[src/rtl/uart_pkg.sv]
// Shared UART definitions: default FIFO geometry and the status word seen by the APB block.
package uart_pkg;

  localparam int UART_DATA_W     = 8;
  localparam int UART_FIFO_DEPTH = 16;

  typedef struct packed {
    logic full;
    logic empty;
    logic almost_full;
    logic almost_empty;
    logic overflow;
    logic underflow;
  } fifo_status_t;

endpackage

[src/rtl/uart_fifo_ram.sv]
// FIFO storage: registered write port, combinational read port addressed by the read pointer.
// Contents are deliberately not reset.
module uart_fifo_ram
  import uart_pkg::*;
#(
  parameter int DATA_W = UART_DATA_W,
  parameter int DEPTH  = UART_FIFO_DEPTH
) (
  input  logic                     clk,
  input  logic                     we,
  input  logic [$clog2(DEPTH)-1:0] waddr,
  input  logic [DATA_W-1:0]        wdata,
  input  logic [$clog2(DEPTH)-1:0] raddr,
  output logic [DATA_W-1:0]        rdata
);

  logic [DATA_W-1:0] mem [DEPTH];

  always_ff @(posedge clk) begin
    if (we) mem[waddr] <= wdata;
  end

  assign rdata = mem[raddr];

endmodule

[src/rtl/uart_sync_fifo.sv]
// Single-clock parametrised FIFO for the UART TX/RX paths with occupancy count,
// almost-full/empty thresholds, sticky overflow/underflow flags and synchronous flush.
module uart_sync_fifo
  import uart_pkg::*;
#(
  parameter int DATA_W = UART_DATA_W,
  parameter int DEPTH  = UART_FIFO_DEPTH,
  parameter int AF_LVL = DEPTH - 2,
  parameter int AE_LVL = 2
) (
  input  logic                   clk,
  input  logic                   rst,
  input  logic                   flush,
  input  logic                   wr_en,
  input  logic [DATA_W-1:0]      wr_data,
  input  logic                   rd_en,
  output logic [DATA_W-1:0]      rd_data,
  output logic                   rd_valid,
  output logic                   full,
  output logic                   empty,
  output logic                   almost_full,
  output logic                   almost_empty,
  output logic [$clog2(DEPTH):0] count,
  output logic                   overflow,
  output logic                   underflow
);

  localparam int AW = $clog2(DEPTH);
  localparam int CW = AW + 1;
  localparam logic [CW-1:0] AF_C = CW'(AF_LVL);
  localparam logic [CW-1:0] AE_C = CW'(AE_LVL);

  logic [CW-1:0]     wr_ptr, rd_ptr;
  logic [DATA_W-1:0] head;
  logic              wr_acc, rd_acc;
  fifo_status_t      status;

  // The extra MSB distinguishes full from empty when the address bits match.
  always_comb begin
    status              = '0;
    status.empty        = (wr_ptr == rd_ptr);
    status.full         = (wr_ptr[AW] != rd_ptr[AW]) && (wr_ptr[AW-1:0] == rd_ptr[AW-1:0]);
    status.almost_full  = (count >= AF_C);
    status.almost_empty = (count <= AE_C);
    status.overflow     = overflow;
    status.underflow    = underflow;
  end

  assign full         = status.full;
  assign empty        = status.empty;
  assign almost_full  = status.almost_full;
  assign almost_empty = status.almost_empty;

  // Acceptance uses pre-edge full/empty, so no write-through or pass-through.
  assign wr_acc = wr_en && !status.full  && !flush;
  assign rd_acc = rd_en && !status.empty && !flush;

  uart_fifo_ram #(
    .DATA_W (DATA_W),
    .DEPTH  (DEPTH)
  ) u_ram (
    .clk   (clk),
    .we    (wr_acc),
    .waddr (wr_ptr[AW-1:0]),
    .wdata (wr_data),
    .raddr (rd_ptr[AW-1:0]),
    .rdata (head)
  );

  always_ff @(posedge clk or negedge rst) begin
    if (!rst) begin
      wr_ptr    <= '0;
      rd_ptr    <= '0;
      count     <= '0;
      overflow  <= 1'b0;
      underflow <= 1'b0;
      rd_valid  <= 1'b0;
      rd_data   <= '0;
    end else if (flush) begin
      wr_ptr    <= '0;
      rd_ptr    <= '0;
      count     <= '0;
      overflow  <= 1'b0;
      underflow <= 1'b0;
      rd_valid  <= 1'b0;
    end else begin
      rd_valid <= rd_acc;
      if (wr_acc) wr_ptr <= wr_ptr + CW'(1);
      if (rd_acc) begin
        rd_ptr  <= rd_ptr + CW'(1);
        rd_data <= head;
      end
      if (wr_en && status.full)  overflow  <= 1'b1;
      if (rd_en && status.empty) underflow <= 1'b1;
      case ({wr_acc, rd_acc})
        2'b10:   count <= count + CW'(1);
        2'b01:   count <= count - CW'(1);
        default: count <= count;
      endcase
    end
  end

endmodule

[config.mk]
export PLATFORM = sky130hd
export DESIGN_NAME = uart_sync_fifo
export DESIGN_NICKNAME = d
export VERILOG_FILES = /design/src/rtl/uart_pkg.sv /design/src/rtl/uart_fifo_ram.sv /design/src/rtl/uart_sync_fifo.sv
export SDC_FILE = /design/constraint.sdc
export NUM_CORES = 1
export LEC_CHECK = 0
export BUFFER_PORTS_ARGS = -buffer_cell sky130_fd_sc_hd__buf_4
export CAP_MARGIN = 20
export CORE_AREA = 4 4 81 140
export DETAILED_ROUTE_END_ITERATION = 7
export DIE_AREA = 0 0 85 144
export HOLD_SLACK_MARGIN = 0.08
export PLACE_DENSITY_LB_ADDON = 0.25
export SKIP_CTS_REPAIR_TIMING = 1
export SLEW_MARGIN = 30
export SYNTH_ARGS = -nofsm -noshare
export SYNTH_HDL_FRONTEND = slang
export SYNTH_SLANG_ARGS = --single-unit
[constraint.sdc]
create_clock -name clk -period 6.6 [get_ports clk]
set_clock_uncertainty 0.15 [all_clocks]
set_input_delay 1.32 -clock clk [delete_from_list [all_inputs] [get_ports clk]]
set_output_delay 1.32 -clock clk [all_outputs]
set_load 0.03 [all_outputs]
==> results of run 1 <==
-- placed cells by master, fill, tap and decap left out, types with 8 or more instances in the layout --
| cell | n |
|---|---|
| edfxtp_1 | 128 |
| nand2_1 | 15 |
| mux4_2 | 32 |
| xnor2_1 | 10 |
| clkbuf_16 | 17 |
| mux2_4 | 8 |
| a22oi_1 | 17 |
| a21oi_1 | 12 |
| ha_1 | 8 |
| inv_1 | 11 |
| dfrtp_1 | 25 |
| buf_4 | 34 |
| nor2_1 | 25 |
| and2_1 | 9 |
-- flip-flops by register name, indices dropped and copies added (netlist names) --
name and count:
overflow 1, rd_data 8, count 5, underflow 1
u_ram.mem 128, rd_ptr 5, rd_valid 1, wr_ptr 5
-- layout make-up --
class | instances | area share
Clock buffer | 18 | 0.05771
Clock inverter | 14 | 0.02355
Inverter | 11 | 0.005552
Multi-Input combinational cell | 188 | 0.2530
Sequential cell | 154 | 0.6045
Tap cell | 127 | 0.02137
Timing Repair Buffer | 34 | 0.03432
-- kinds of logic after synthesis --
| logic type | after synthesis | synth area share |
|---|---|---|
| muxes | 45 | 0.1363 |
| and+or+nand+nor | 72 | 0.05561 |
| AOI/OAI and AO/OA | 46 | 0.04816 |
| xor gates and xnor gates | 16 | 0.02771 |
| adders and majority gates | 9 | 0.01835 |
| buffers and inverters | 31 | 0.02752 |
| DFF | 154 | 0.6864 |
-- metal layers --
layer | routed length, µm | vias to the layer above
met4 | 326 | 0
met3 | 571 | 25
li1 | - | 1514
met5 | 0 | -
met1 | 4578 | 1725
met2 | 6947 | 118
-- worst max-delay path, delay by kind of cell (launching register included) --
kind	cells	cell delay [ns]
AND/OR/NAND/NOR	2	0.56
flip-flops	1	0.50
XOR/XNOR	1	0.26
buffers and inverters	1	0.18
-- power by group through the flow --
stage / Clock [mW] / Sequential [mW] / Combinational (mW)
floorplan: 0 / 1.20 / 0.276
global placement: 0 / 1.14 / 0.439
detailed placement: 0 / 1.15 / 0.449
CTS: 0.969 / 1.13 / 0.453
global route: 1.02 / 1.13 / 0.479
finish: 0.961 / 1.13 / 0.446
-- metrics by stage --
step | hold slack (ns) | utilization
CTS | 0.3562 | 0.7261
global route | 0.3884 | 0.7264
detailed placement | 0.3407 | 0.6671
global placement | 0.3344 | 0.6665
floorplan | 0.4327 | -
finish | 0.3518 | 0.7264
-- final timing paths --
kind	to	slack, ns	depth (start not counted)
worst min register to register	underflow	0.35	2
worst max-delay path	empty	3.22	4
worst min-delay path	underflow	0.35	2
min in group asynchronous	rd_data[7]	0.68	1
worst max register to register	count[4]	3.32	10
max in group asynchronous	rd_ptr[0]	5.31	1
==> flow_summary.toml, run 1 <==
[status]
status = "finished, final reports clean"

[worst_setup_path]
endpoint_kind = "output pin"
crit_type = "register to output pin"
path_cells = "xnor2_1 > nand4_2 > nor2_4 > buf_4"
crit_path_max_fanout = 9
start_kind = "register"
cpMaxStageDelayCell = "dfrtp_1"
worstPathArrival_ns = 1.91
critPathLaunch = "rd_ptr[1]"
critPathMaxStageDelay_ns = 0.50
timing.rr.start = "rd_ptr[1]"
cp_data_required_time_ns = 5.13

[floorplanning]
initial_core_util = 0.6395
rows = 49
die_w_um = 85
fp.dieArea_mm2 = 0.01224
io_pins = 33
die_h_um = 144
core_area_mm2 = 0.01024

[drt]
drt_iter0_markers = 326
wl_per_cell_um = 22.75
drcViolationCount = 0
vias = 3382
dr.pass1.iters = 4
via_per_inst = 6.194
ant_nets = 0
wirelength_mm = 12.42

[hold_path]
hp-class = "register to register"
min_from = "underflow"

[cells_and_area]
final_cell_area_mm2 = 0.007437
area_growth_pct = 13.59
layout.cells.non_filler = 546
drive_gt1_frac = 0.2768
multi_input_area_mm2 = 0.001882
fillCellCount = 587
diodes = 0
regArea_mm2 = 0.004496
num-nets-final = 428

[yosys]
ys_top_cells_by_count = "edfxtp_1 (128), mux4_2 (32), dfrtp_1 (26), nor2_1 (26), a22oi_1 (17)"
synth_enable_flop_cells = 128
ys_ff_latch = 154
syn_area_mm2 = 0.006548
ys_seq_area_frac = 0.6864
yosysTopAreaCell = "edfxtp_1"
synthArstFlopShare = 0.1688
syn_nets = 395
yosysWarnings = 0
synth_most_common_cell = "edfxtp_1"
yosysUniqueCellTypes = 47
synth_top_cells_by_area = "edfxtp_1 (59%), mux4_2 (11%), dfrtp_1 (9.9%), a22oi_1 (1.9%), mux2_4 (1.8%)"
synth_top_area_frac = 0.5870
synth_top_flop_cell = "edfxtp_1"
syn_inst = 373
syn_area_per_cell_um2 = 17.55

[power_and_ir_drop]
power.share.clock = 0.379
cellLeakagePower_nw = 2.596
power.switching_mw = 0.6416
peakVddDrop_mv = 0.2902
power_density_mw_per_mm2 = 340.8
p_int_mw = 1.893
combPwrFrac = 0.176
switching_share = 0.2532
report.power.total_mw = 2.534
pwr-share-seq = 0.445

[clock_network]
h-tree-depth = 4
clk_path_buf_depth = 2
cts-root-buf = "clkbuf_16"
clkTransAtPathRegs_ns = 0.06
clock_sink_count = 154
cts_made_buffers = 17
insertion_delay_ns = 0.41
cts_tree = "done"

[timing]
setup_viol = 0
drv_slew = 0
fin_crit_sh = 0.5118
rsz0062_at_grt = "false"
worst_pin_slew_ns = 0.9486
period_needed_ns = 3.378
fmax_mhz = 296.0
fin_tns_setup_ns = 0
slew_headroom = 0.3653
hold_viol_final = 0
setup_ws_ns = 3.222

[global_route]
grt_util_all_layers = 0.2221
busiest_layer = "met2"
grt.met3_usage = 0.04105
grt_pass1_vias = 3629
grt_pass1_wl_mm = 19.87
grt_max_degree = 36
grt_use_met1 = 0.2640
grt_overflow_total = 0
use_met2 = 0.3963
antenna_found_initial = 0

[placed_design]
dpl-instance-area_mm2 = 0.006830
hpwl_mm = 8.333
gp_congestion = 0.8184
place_ws_ns = 3.177
dp_cells = 514
io_buffer_count = 32

[job]
maxCapViolations = 0
(Power assumes the default switching activity.)
==> inputs of run 2 (changes only) <==
CORE_AREA = 4 4 88 152   (was 4 4 81 140)
DIE_AREA = 0 0 92 156   (was 0 0 85 144)
clock period = 3.1 ns   (was 6.6 ns; I/O delays follow)
==> run 2 against run 1 <==
First-iteration DRC count decreased by 19%. Sequential share of layout area down 0.93 points. Flip-flop and latch count is the same. Final cell count up 9.5%. Hold slack got worse by 0.0022 ns. Wire length rose by 3.3%. Register-to-register slack got worse by 3.2 ns. Largest cell class unchanged.
==> flow_summary.toml, run 2 (synthesis gave the netlist of run 1 again) <==
[clock_network]
clk_path_buf_depth = 2
h-tree-depth = 4
cts_tree = "done"
clock_sink_count = 154
insertion_delay_ns = 0.41
cts_made_buffers = 17
cts-root-buf = "clkbuf_16"
clkTransAtPathRegs_ns = 0.06

[timing]
fmax_mhz = 338.7
hold_ws_ns = 0.3496
setup_viol = 0
drv_slew = 0
hold_viol_final = 0
period_needed_ns = 2.952
setup_ws_ns = 0.1478
slew_headroom = 0.4426
worst_pin_slew_ns = 0.8343
fin_crit_sh = 0.9523

[status]
status = "finished, final reports clean"

[worst_setup_path]
worstPathArrival_ns = 3.13
cp_data_required_time_ns = 3.27
rrSetupSlack_ns = 0.15
critPathLaunch = "wr_ptr[0]"
crit_path_max_fanout = 6
r2r_cells = 10
endpoint_kind = "register"
endpoint = "count[4]"
start_kind = "register"
crit_type = "register to register"
rr_endpoint = "count[4]"
timing.rr.start = "wr_ptr[0]"

[cells_and_area]
layout.cells.non_filler = 598
regArea_mm2 = 0.004496
largest_reg_flops = 128
fin_util = 0.6259
area_growth_pct = 15.36
top_register = "u_ram.mem"
reg_top3 = "u_ram.mem: 128 flops, rd_data: 8 flops"
num-nets-final = 442
multi_input_area_mm2 = 0.001888
final_common_cell = "edfxtp_1"
fillCellCount = 893
drive_gt1_frac = 0.2956
final_cell_mix = "edfxtp_1 (128), buf_4 (47), mux4_2 (32), nor2_1 (26), dfrtp_1 (25)"
diodes = 0

[placed_design]
dp_cells = 565
gp_congestion = 0.8301
io_buffer_count = 32
hpwl_mm = 8.791
place_ws_ns = 0.08205

[global_route]
grt_util_all_layers = 0.1950
grt_max_degree = 36
antenna_found_initial = 0
grt_pass1_vias = 3628
grt_overflow_total = 0
grt_pass1_wl_mm = 20.64

[drt]
drt_iter0_markers = 263
ant_nets = 0
vias = 3415
wirelength_mm = 12.84
wl_per_cell_um = 21.47
via_per_inst = 5.711
drcViolationCount = 0
dr.pass1.iters = 4

[power_and_ir_drop]
power_density_mw_per_mm2 = 703.3
peakVddDrop_mv = 0.5211
cellLeakagePower_nw = 2.643

[floorplanning]
fp.dieArea_mm2 = 0.01435
io_pins = 33
core_area_mm2 = 0.01207
die_h_um = 156
rows = 53
initial_core_util = 0.5425
die_w_um = 92

[job]
maxCapViolations = 0

[hold_path]
hp-class = "register to register"
==> run 2: metal layers <==
metal / vias up / wire, µm / GRT usage
met5: - / 0 / 0
met4: 0 / 206 / 0.06308
met3: 18 / 357 / 0.04054
met2: 69 / 7416 / 0.3588
met1: 1786 / 4858 / 0.2263
li1: 1542 / - / -
==> run 2: where the power goes <==
part / leakage [nW] / internal (mW) / switching [mW]
combinational: 0.884 / 0.443 / 0.525
sequential: 1.49 / 2.33 / 0.0648
clock: 0.266 / 1.18 / 0.771
total: 2.64 / 3.95 / 1.36
==> run 2: cell type report <==
type,instances,area share
multi-input combinational,188,0.2500
clock inverter,13,0.01673
inverter,11,0.005466
clock buffer,19,0.05731
timing repair buffer,48,0.04804
sequential,154,0.5952
tap,165,0.02733
==> run 2: metrics by stage <==
| stage | cell area (µm²) | TNS (ns) | total power [mW] |
|---|---|---|---|
| 2_1_floorplan | 6548 | 0 | 3.149 |
| 3_3_place_gp | 6969 | 0 | 3.398 |
| 3_5_place_dp | 6969 | 0 | 3.415 |
| 4_1_cts | 7528 | 0 | 5.353 |
| 5_1_grt | 7553 | -0.0009472 | 5.531 |
| 6_report | 7553 | 0 | 5.312 |
==> run 2: critical path, cell delays in order, from the launching register on <==
cell and delay, ns:
dfrtp_1 0.48, xnor2_2 0.22, and4_1 0.28, mux2i_2 0.27
nand3b_1 0.19, fa_1 0.44, nand2b_1 0.17, a21oi_2 0.20
o21bai_1 0.08, a41o_1 0.20, a22oi_1 0.18
==> run 2: worst min path at each step <==
stage | cells after the start | slack (ns) | start | to
3_3_place_gp | 2 | 0.33 | overflow | overflow
5_1_grt | 1 | 0.36 | wr_data[6] | u_ram.mem[9][6]
6_report | 2 | 0.35 | underflow | underflow
3_5_place_dp | 2 | 0.34 | overflow | overflow
4_1_cts | 1 | -0.02 | rst | rd_valid
2_1_floorplan | 0 | 0.17 | rst | count[0]
==> inputs of run 3 (changes only) <==
CORE_AREA = 4 4 88 151   (was 4 4 88 152)
DIE_AREA = 0 0 92 155   (was 0 0 92 156)
SYNTH_HIERARCHICAL = 1   (was not set)
==> run 3 against run 2 <==
First-iteration DRC count up 19%. Flip-flop and latch count stayed put. Sequential power about the same. Highest routed layer unchanged. Die area shrank 0.64%. Global-route usage up 0.42 points. Area after synthesis shrank 0.88%. Design area rose by 2.8%. Register-to-register slack lost 0.03 ns.
==> flow_summary.toml, run 3 <==
[worst_setup_path]
crit_path_max_fanout = 3
worstPathArrival_ns = 3.17
cp_data_required_time_ns = 3.29
crit_type = "register to register"
endpoint_kind = "register"
critPathLaunch = "wr_ptr[1]"
start_kind = "register"
timing.rr.start = "wr_ptr[1]"

[global_route]
antenna_found_initial = 0
grt_overflow_total = 0
grt_util_all_layers = 0.1993
grt_pass1_wl_mm = 20.63
grt_max_degree = 36
grt_pass1_vias = 3754

[timing]
period_needed_ns = 2.982
setup_viol = 0
rsz0062_at_grt = "false"
worst_pin_slew_ns = 0.8755
drv_slew = 0
hold_ws_ns = 0.3487
fin_crit_sh = 0.9618
slew_headroom = 0.4142
fmax_mhz = 335.4
hold_viol_final = 0

[clock_network]
cts_made_buffers = 17
clk_path_buf_depth = 2
h-tree-depth = 4
clkTransAtPathRegs_ns = 0.07
insertion_delay_ns = 0.42
cts-root-buf = "clkbuf_16"
clock_sink_count = 154
cts_tree = "done"

[floorplanning]
initial_core_util = 0.5377
io_pins = 33
die_h_um = 155
die_w_um = 92
fp.dieArea_mm2 = 0.01426
rows = 53
core_area_mm2 = 0.01207

[drt]
wl_per_cell_um = 22.61
dr_wl_met2_mm = 7.987
dr_wl_met3_um = 502
drt_iter0_markers = 312
via_per_inst = 5.855
vias = 3472
top_layer = "met4"
wl_met1_mm = 4.627
wirelength_mm = 13.41
drcViolationCount = 0
ant_nets = 0
dr.pass1.iters = 5

[cells_and_area]
final_common_cell = "edfxtp_1"
fin_util = 0.6437
top_register = "u_ram/mem"
layout.cells.non_filler = 593
drive_gt1_frac = 0.3224
num-nets-final = 434
largest_reg_flops = 128
area_growth_pct = 19.70
reg_top3 = "u_ram/mem: 128 flops, rd_data: 8 flops"
final_cell_area_mm2 = 0.007769
final_cell_mix = "edfxtp_1 (128), buf_4 (54), nor2_1 (28), dfrtp_1 (21), mux4_2 (18)"
diodes = 0

[yosys]
synth_top_area_frac = 0.5922
syn_area_mm2 = 0.006490
yosysWarnings = 6
synth_top_cells_by_area = "edfxtp_1 (59%), dfrtp_1 (10%), mux4_2 (6.2%), mux4_1 (5.7%), a22oi_1 (1.9%)"
yosysTopAreaCell = "edfxtp_1"
synth_top_flop_cell = "edfxtp_1"
syn_nets = 376
yosysUniqueCellTypes = 45
syn_area_per_cell_um2 = 18.18
synthArstFlopShare = 0.1688
ys_ff_latch = 154
synth_enable_flop_cells = 128
synth_most_common_cell = "edfxtp_1"
ys_seq_area_frac = 0.6925
syn_inst = 357
ys_top_cells_by_count = "edfxtp_1 (128), nor2_1 (31), dfrtp_1 (26)"

[placed_design]
io_buffer_count = 32
hpwl_mm = 9.188
gp_congestion = 0.8431
dp_cells = 560
dpl-instance-area_mm2 = 0.007052

[status]
status = "finished, final reports clean"

[power_and_ir_drop]
peakVddDrop_mv = 0.6147
power_density_mw_per_mm2 = 750.0
report.power.total_mw = 5.826
cellLeakagePower_nw = 2.749

[job]
maxCapViolations = 0

[hold_path]
hp-class = "register to register"
min_from = "underflow"
[run 3: layout make-up]
type	count	area, µm²
Sequential cell	154	4501
Fill cell	857	4300
Multi-Input combinational cell	184	1982
Clock buffer	17	425.4
Timing Repair Buffer	55	415.4
Clock inverter	15	227.7
Tap cell	165	206.4
Inverter	3	11.26
[run 3: cell families (layout without fill, tap and decap cells)]
group	count (synthesis)	in the layout	synth area share
flops	154	154	0.6925
simple gates	70	70	0.05610
compound gates	47	47	0.04935
mux	45	45	0.1456
buf+inv	19	90	0.02101
xor+xnor	16	16	0.02275
fa+ha+maj	6	6	0.01272
[run 3: routing by layer]
layer	vias to the layer above	track usage
li1	1553	-
met1	1802	0.2069
met2	97	0.3766
met3	20	0.04354
met4	0	0.09001
met5	-	0
[run 3: stage by stage]
stage | setup TNS, ns | setup slack (ns)
detailed placement | 0 | 0.03526
finish | 0 | 0.1183
CTS | 0 | 0.01943
global route | 0 | 0.01077
floorplan | -0.07067 | -0.07067
global placement | 0 | 0.1456
[run 3: path summary, 6_finish.rpt]
check / slack (ns) / end / cells after the start
max: 0.12 / count[4] / 11
min: 0.35 / underflow / 2
max reg2reg: 0.12 / count[4] / 11
min reg2reg: 0.35 / underflow / 2
max in group asynchronous: 2.03 / rd_ptr[0] / 2
min in group asynchronous: 0.49 / rd_ptr[4] / 2
[run 3: power by group]
group	total, mW	switching [mW]	internal, mW
registers	2.41	0.0749	2.34
logic	1.15	0.624	0.529
clock network	2.26	0.875	1.39
[run 3: worst max-delay path, stage by stage (launching register included)]
cell and delay (ns):
dfrtp_2 0.42, xor2_2 0.22, or4_4 0.60, nor2_8 0.15, nor3b_4 0.06, and2_4 0.18, ha_4 0.29, nand2b_4 0.08
a2111oi_4 0.31, mux2i_1 0.14, a21o_1 0.17, a21oi_1 0.13
